[src/rtl/mult_defs_pkg.sv]
// Shared definitions for the sequential 4x4 multiplier.
//   WIDTH : operand width (matches the 4-bit ripple adder)
//   ITERS : add/shift iterations per multiply
//   state_t : FSM state encoding (IDLE=0, CALC=1, DONE=2; 3 is unused)
package mult_defs;

    localparam int WIDTH = 4;
    localparam int ITERS = 4;

    typedef enum logic [1:0] {
        IDLE = 2'd0,
        CALC = 2'd1,
        DONE = 2'd2
    } state_t;

endpackage

[src/rtl/adder4.sv]
// 4-bit ripple-carry adder.
//   a, b : addends
//   cin  : carry in
//   sum  : 4-bit sum
//   cout : carry out of the top bit
module adder4 (
    input  logic [3:0] a,
    input  logic [3:0] b,
    input  logic       cin,
    output logic [3:0] sum,
    output logic       cout
);

    logic [4:0] carry;

    assign carry[0] = cin;

    generate
        for (genvar gi = 0; gi < 4; gi++) begin : g_fa
            assign sum[gi]     = a[gi] ^ b[gi] ^ carry[gi];
            assign carry[gi+1] = (a[gi] & b[gi]) | (carry[gi] & (a[gi] ^ b[gi]));
        end
    endgenerate

    assign cout = carry[4];

endmodule

[src/rtl/mult4_seq.sv]
// Sequential 4x4 unsigned shift-and-add multiplier.
//   clk     : clock, rising edge
//   rst_n   : asynchronous active-low reset
//   start   : request a multiply (only honoured in IDLE)
//   a, b    : multiplicand / multiplier, captured on an accepted start
//   busy    : high during the four CALC cycles
//   done    : one-cycle completion pulse
//   product : 8-bit result, held until the next completion
module mult4_seq
    import mult_defs::*;
(
    input  logic       clk,
    input  logic       rst_n,
    input  logic       start,
    input  logic [3:0] a,
    input  logic [3:0] b,
    output logic       busy,
    output logic       done,
    output logic [7:0] product
);

    state_t               state_reg,   state_next;
    logic [WIDTH-1:0]     mcand_reg,   mcand_next;
    logic [2*WIDTH-1:0]   acc_reg,     acc_next;
    logic [1:0]           cnt_reg,     cnt_next;
    logic [2*WIDTH-1:0]   product_reg, product_next;

    logic [WIDTH-1:0]     add_sum;
    logic                 add_cout;

    // Partial sum (upper half of acc) plus the multiplicand.
    adder4 u_adder (
        .a    (acc_reg[2*WIDTH-1:WIDTH]),
        .b    (mcand_reg),
        .cin  (1'b0),
        .sum  (add_sum),
        .cout (add_cout)
    );

    always_comb begin
        state_next   = state_reg;
        mcand_next   = mcand_reg;
        acc_next     = acc_reg;
        cnt_next     = cnt_reg;
        product_next = product_reg;

        case (state_reg)
            IDLE: begin
                if (start) begin
                    mcand_next = a;
                    acc_next   = {{WIDTH{1'b0}}, b};
                    cnt_next   = 2'd0;
                    state_next = CALC;
                end
            end
            CALC: begin
                // The adder carry lands in acc[7]; the consumed multiplier
                // bit falls off the bottom as the whole register shifts right.
                if (acc_reg[0]) begin
                    acc_next = {add_cout, add_sum, acc_reg[WIDTH-1:1]};
                end else begin
                    acc_next = {1'b0, acc_reg[2*WIDTH-1:WIDTH], acc_reg[WIDTH-1:1]};
                end
                cnt_next = cnt_reg + 2'd1;
                if (cnt_reg == 2'(ITERS - 1)) begin
                    product_next = acc_next;
                    state_next   = DONE;
                end
            end
            DONE: begin
                state_next = IDLE;
            end
            default: begin
                // Unused encoding recovers to IDLE.
                state_next = IDLE;
            end
        endcase
    end

    always_ff @(posedge clk or negedge rst_n) begin
        if (!rst_n) begin
            state_reg   <= IDLE;
            mcand_reg   <= '0;
            acc_reg     <= '0;
            cnt_reg     <= '0;
            product_reg <= '0;
        end else begin
            state_reg   <= state_next;
            mcand_reg   <= mcand_next;
            acc_reg     <= acc_next;
            cnt_reg     <= cnt_next;
            product_reg <= product_next;
        end
    end

    // Decoded straight from the state register: no input-to-output path.
    assign busy    = (state_reg == CALC);
    assign done    = (state_reg == DONE);
    assign product = product_reg;

endmodule
[config.mk]
export PLATFORM = sky130hd
export DESIGN_NAME = mult4_seq
export DESIGN_NICKNAME = d
export VERILOG_FILES = /design/src/rtl/mult_defs_pkg.sv /design/src/rtl/adder4.sv /design/src/rtl/mult4_seq.sv
export SDC_FILE = /design/constraint.sdc
export NUM_CORES = 1
export LEC_CHECK = 0
export ABC_AREA = 0
export CAP_MARGIN = 15
export CORE_MARGIN = 3
export CORE_UTILIZATION = 54
export DETAILED_ROUTE_END_ITERATION = 8
export PLACE_DENSITY_LB_ADDON = 0.1
export SLEW_MARGIN = 20
export SYNTH_ARGS = -nofsm -noshare
export SYNTH_HDL_FRONTEND = slang
export SYNTH_SLANG_ARGS = --single-unit
[constraint.sdc]
create_clock -name clk -period 3.36 [get_ports clk]
set_input_delay 0.672 -clock clk [delete_from_list [all_inputs] [get_ports clk]]
set_output_delay 0.672 -clock clk [all_outputs]
set_load 0.03 [all_outputs]
# After elaboration in Yosys (flattened, before gate mapping)
# Cells that the tools add are included.
# W data, S select, Z words.
# classes
add_sub_neg	1
eq_ne	5
n_mux	8
bitwise	17
n_reduce_logical	6
# ops
operator	n
$mux W8	2
$pmux W8 S2	1
$pmux W2 S2	2
$reduce_and A2 Y1	4
$and A1 B1 Y1	7
$xor A1 B1 Y1	7
$mux W2	3
$eq A2 B2 Y1 const B	2
$or A1 B1 Y1	3
$add A2 B1 Y2 const B	1
$eq A2 B1 Y1 const B	1
$logic_not A2 Y1	1
$ne A2 B1 Y1 const B	1
$ne A2 B2 Y1 const B	1
$reduce_bool A2 Y1	1
# totals
register_bits	24
in_bits	11
out_inout_bits	10
elab_cells	42

# Longest topological paths before layout
# logic_depth
depth_word	9
mapped_depth	8
depth_no_buf	8

# Modules after synthesis
# Synthesis repeated with hierarchy kept, for this count alone.
# hier_totals
cells_unflattened	101
hier_area_um2	1188.6
# modules_own_cells
module	instances	cells_per_inst	area_each_um2	seq_area_each_um2
mult4_seq	1	87	1071.0	600.6
adder4	1	14	117.6	0.0

# Worst setup path after synthesis
# Ideal clock, no wire load.
# synth_timing
path_type	register to register
from	register mcand_reg[0]
to	register product_reg[6], in the netlist product[6]
setup_ps	126
arrival_ps	1796
required_time_ps	3234
setup_slack_ps	1437
stages_incl_launch_ff	9
path_buffers	0
synth_period_minus_slack_ps	1923
path_cell_list	dfrtp_1 ha_1 inv_1 fa_1 inv_1 fa_1 fa_1 mux2i_1 o21ai_0
# synth_via
elab_chain_len	7
# synth_rtl
item	line	source
from (decl)	mult4_seq.sv:23	logic [WIDTH-1:0] mcand_reg, mcand_next;
from (signal assigned)	mult4_seq.sv:89	mcand_reg <= mcand_next;
$and A1 B1 Y1 (2 in a row)	adder4.sv:21	assign carry[gi+1] = (a[gi] & b[gi]) | (carry[gi] & (a[gi] ^ b[gi]));
$or A1 B1 Y1	adder4.sv:21	
$and A1 B1 Y1	adder4.sv:21	
$or A1 B1 Y1	adder4.sv:21	
$xor A1 B1 Y1	adder4.sv:20	assign sum[gi] = a[gi] ^ b[gi] ^ carry[gi];
$mux W8	mult4_seq.sv:59	if (acc_reg[0]) begin
to (signal assigned)	mult4_seq.sv:92	product_reg <= product_next;
to (decl)	mult4_seq.sv:26	logic [2*WIDTH-1:0] product_reg, product_next;
# No other way between the ends.
# A chain may end at the register's enable or synchronous reset.

# Worst setup path after layout
# layout_timing
from	register state_reg[0]
to	output port busy
# layout_via
elab_chain_len	1
# layout_rtl
item	line	source
from (decl)	mult4_seq.sv:22	state_t state_reg, state_next;
from (signal assigned)	mult4_seq.sv:88	state_reg <= state_next;
$eq A2 B1 Y1	mult4_seq.sv:97	assign busy = (state_reg == CALC);
to (decl)	mult4_seq.sv:17	output logic busy,
# No other way between the ends.

==> results.toml <==
[run_status]
outcome = "finished clean"

[clocking]
hold_buffers = 0
cts.sinks = 24
cts_max_path_buffers = 2
clk_pin_slew_ps = 130
clock-root-buffer = "clkbuf_4"
cts_resized = 0
cts_setup_buffers = 0
numCtsBuffers = 3
cts_max_level = 1
worstSkewPairLatency_ps = 310
cts_tree = "done"

[timing]
fin_skew_ps = 1.41
rsz0062_at_grt = "false"
slew_violations = 0
finalCriticalPeriod_ps = 2610
relSlewSlack_pct = 68.3
worst-slew-pin-transition_ps = 475
setup_violations = 0
period_share_pct = 77.8
tns_ps = 0
max_freq_mhz = 382
final.setup.worst_slack_ps = 746
holdWs_ps = 491
hold_violations = 0

[synthesis]
ys_types = 22
ys_warn_count = 0
synth.avg_cell_area_um2 = 12.1
syn_nets = 111
ys_seq_elements = 24
syn_area_mm2 = 0.00115
seq_area_frac_synth_pct = 52.1
synth_cells = 95

[floorplanning]
rows = 16
io_pins = 21
die_y_um = 52.2
die_w_um = 52.2
start_util_pct = 57.6
core_mm2 = 0.00200
die-area_mm2 = 0.00273

[final_layout]
areaGrowthSynthToFinish_pct = 21.1
antennaDiodeCount = 0
drive_gt1_share_pct = 18.8
fillers = 152
seq_area_um2 = 601
design_area_mm2 = 0.00140
multi_input_area_um2 = 493
nNetsFinal = 134

[global_route]
overflow = 0
antenna_found_initial = 0
grt.total_usage_pct = 17.2
grt_pass1_wl_um = 3370
grt_max_degree = 25
grt_pass1_vias = 695

[detailed_routing]
drt_pass1_iterations = 4
drc = 0
wl_um = 1930
via_per_inst = 5.17
drtIter0Drc = 12
drtAntennaViolNets = 0
vias = 744
routedWlPerCell_um = 13.4

[placed_design]
dp_hpwl_um = 1440
io_buffers = 20
pre_cts_slack_ps = 1090
gp_congestion = 0.780
placed_cell_area_mm2 = 0.00136

[flow_run]
cap_viol_max_count = 0

[setup_path]
worst-path-max-fanout = 10
crit_chain = "nand2b_4 > inv_1 > clkdlybuf4s50_1"
max_stage_delay_ps = 700
crit_family = "buffers and inverters"
cp-start-kind = "register"
worstPathArrival_ps = 1940
worstPathRequired_ps = 2690
critPathCaptureType = "output pin"
cpMaxStageDelayCell = "clkdlybuf4s50_1"
critPathBufInv = 2
critical_path_class = "register to output pin"

[power]
max-vdd-ir-drop_uv = 559
switching_power_mw = 0.504
p_comb_share_pct = 46.4
intPower_mw = 0.764
swShare_pct = 39.7
sequentialPowerShare_pct = 41.9
p_leak_nw = 0.647
power_density_mw_per_mm2 = 907
clockPowerShare_pct = 11.7

[hold_path]
min_path_type = "register to register"
[cells in the mapped netlist, drive strengths merged]
library cell	n	share of area, %
fa	3	5.2
ha	2	2.2
and2b	2	1.5
buf	3	2.9
o21ai	14	6.1
nand2b	1	1.2
nand2	13	4.2
and3b	1	0.87
a21oi	3	1.3
mux2	9	9.1
a22oi	2	1.3
nor2b	3	2.5
o21bai	1	0.98
dfrtp	24	52
a22o	1	0.76
nand3b	1	1.7
inv	7	2.3
mux2i	4	3.5
nor2	1	0.33
[layout by cell type (no fill, tap or decap), types with 2 or more instances in the layout]
master / instances
dfrtp_1: 24
mux2i_1: 4
nand2_1: 13
clkdlybuf4s50_1: 20
a21oi_1: 3
and2b_2: 2
a22oi_1: 2
o21ai_0: 14
clkbuf_4: 3
mux2_2: 8
inv_1: 7
fa_1: 3
ha_1: 2
[cell families after synthesis]
| family | count (synthesis) | synth area share (%) |
|---|---|---|
| DFF | 24 | 52.1 |
| and+or+nand+nor | 22 | 12.4 |
| AOI/OAI and AO/OA | 21 | 10.4 |
| muxes | 13 | 12.6 |
| buffers and inverters | 10 | 5.21 |
| adders and majority gates | 5 | 7.38 |
[worst register-to-register path: cells and delay by family, from the launching register on]
kind            cells  cell delay, ps
fa+ha+maj           4            1150
flops               1             420
mux                 1             200
buf+inv             2             120
compound gates      1             100
[final timing paths]
check | from | to | slack [ps] | cells past startpoint
setup / recovery | state_reg[0] | busy | 750 | 3
hold / removal | product[4] | product[4] | 490 | 2
setup reg to reg | acc_reg[4] | acc_reg[6] | 1260 | 8
hold reg to reg | product[4] | product[4] | 490 | 2
max in group asynchronous | rst_n | acc_reg[4] | 2420 | 2
min in group asynchronous | rst_n | product[6] | 710 | 2
[per-layer routing]
metal	routed length, um	part of all wire, %	up-vias	track usage (%)
li1	-	-	364	-
met1	985	51	354	27.2
met2	854	44	24	23.2
met3	80	4.1	2	3.42
met4	13	0.67	0	6.38
met5	0	0	-	0
[power by group through the flow]
| stage | Sequential (mW) | Combinational, mW | Clock (mW) |
|---|---|---|---|
| floorplan | 0.562 | 0.393 | 0 |
| global placement | 0.532 | 0.573 | 0 |
| detailed placement | 0.539 | 0.588 | 0 |
| CTS | 0.533 | 0.594 | 0.153 |
| global route | 0.550 | 0.653 | 0.169 |
| finish | 0.531 | 0.588 | 0.149 |
[layout make-up]
type / count / area share, %
sequential: 24 / 43.0
multi-input combinational: 61 / 35.3
timing repair buffer: 21 / 14.9
clock buffer: 4 / 2.60
tap: 27 / 2.42
inverter: 7 / 1.88
[stage by stage]
step           std cells  util [%]  total power, mW
6_report             144      69.8             1.27
5_1_grt              144      69.8             1.37
4_1_cts              144      69.8             1.28
3_5_place_dp         140      68.0             1.13
3_3_place_gp         140      68.0             1.11
2_1_floorplan         95         -            0.955
(Power assumes the default switching activity.)
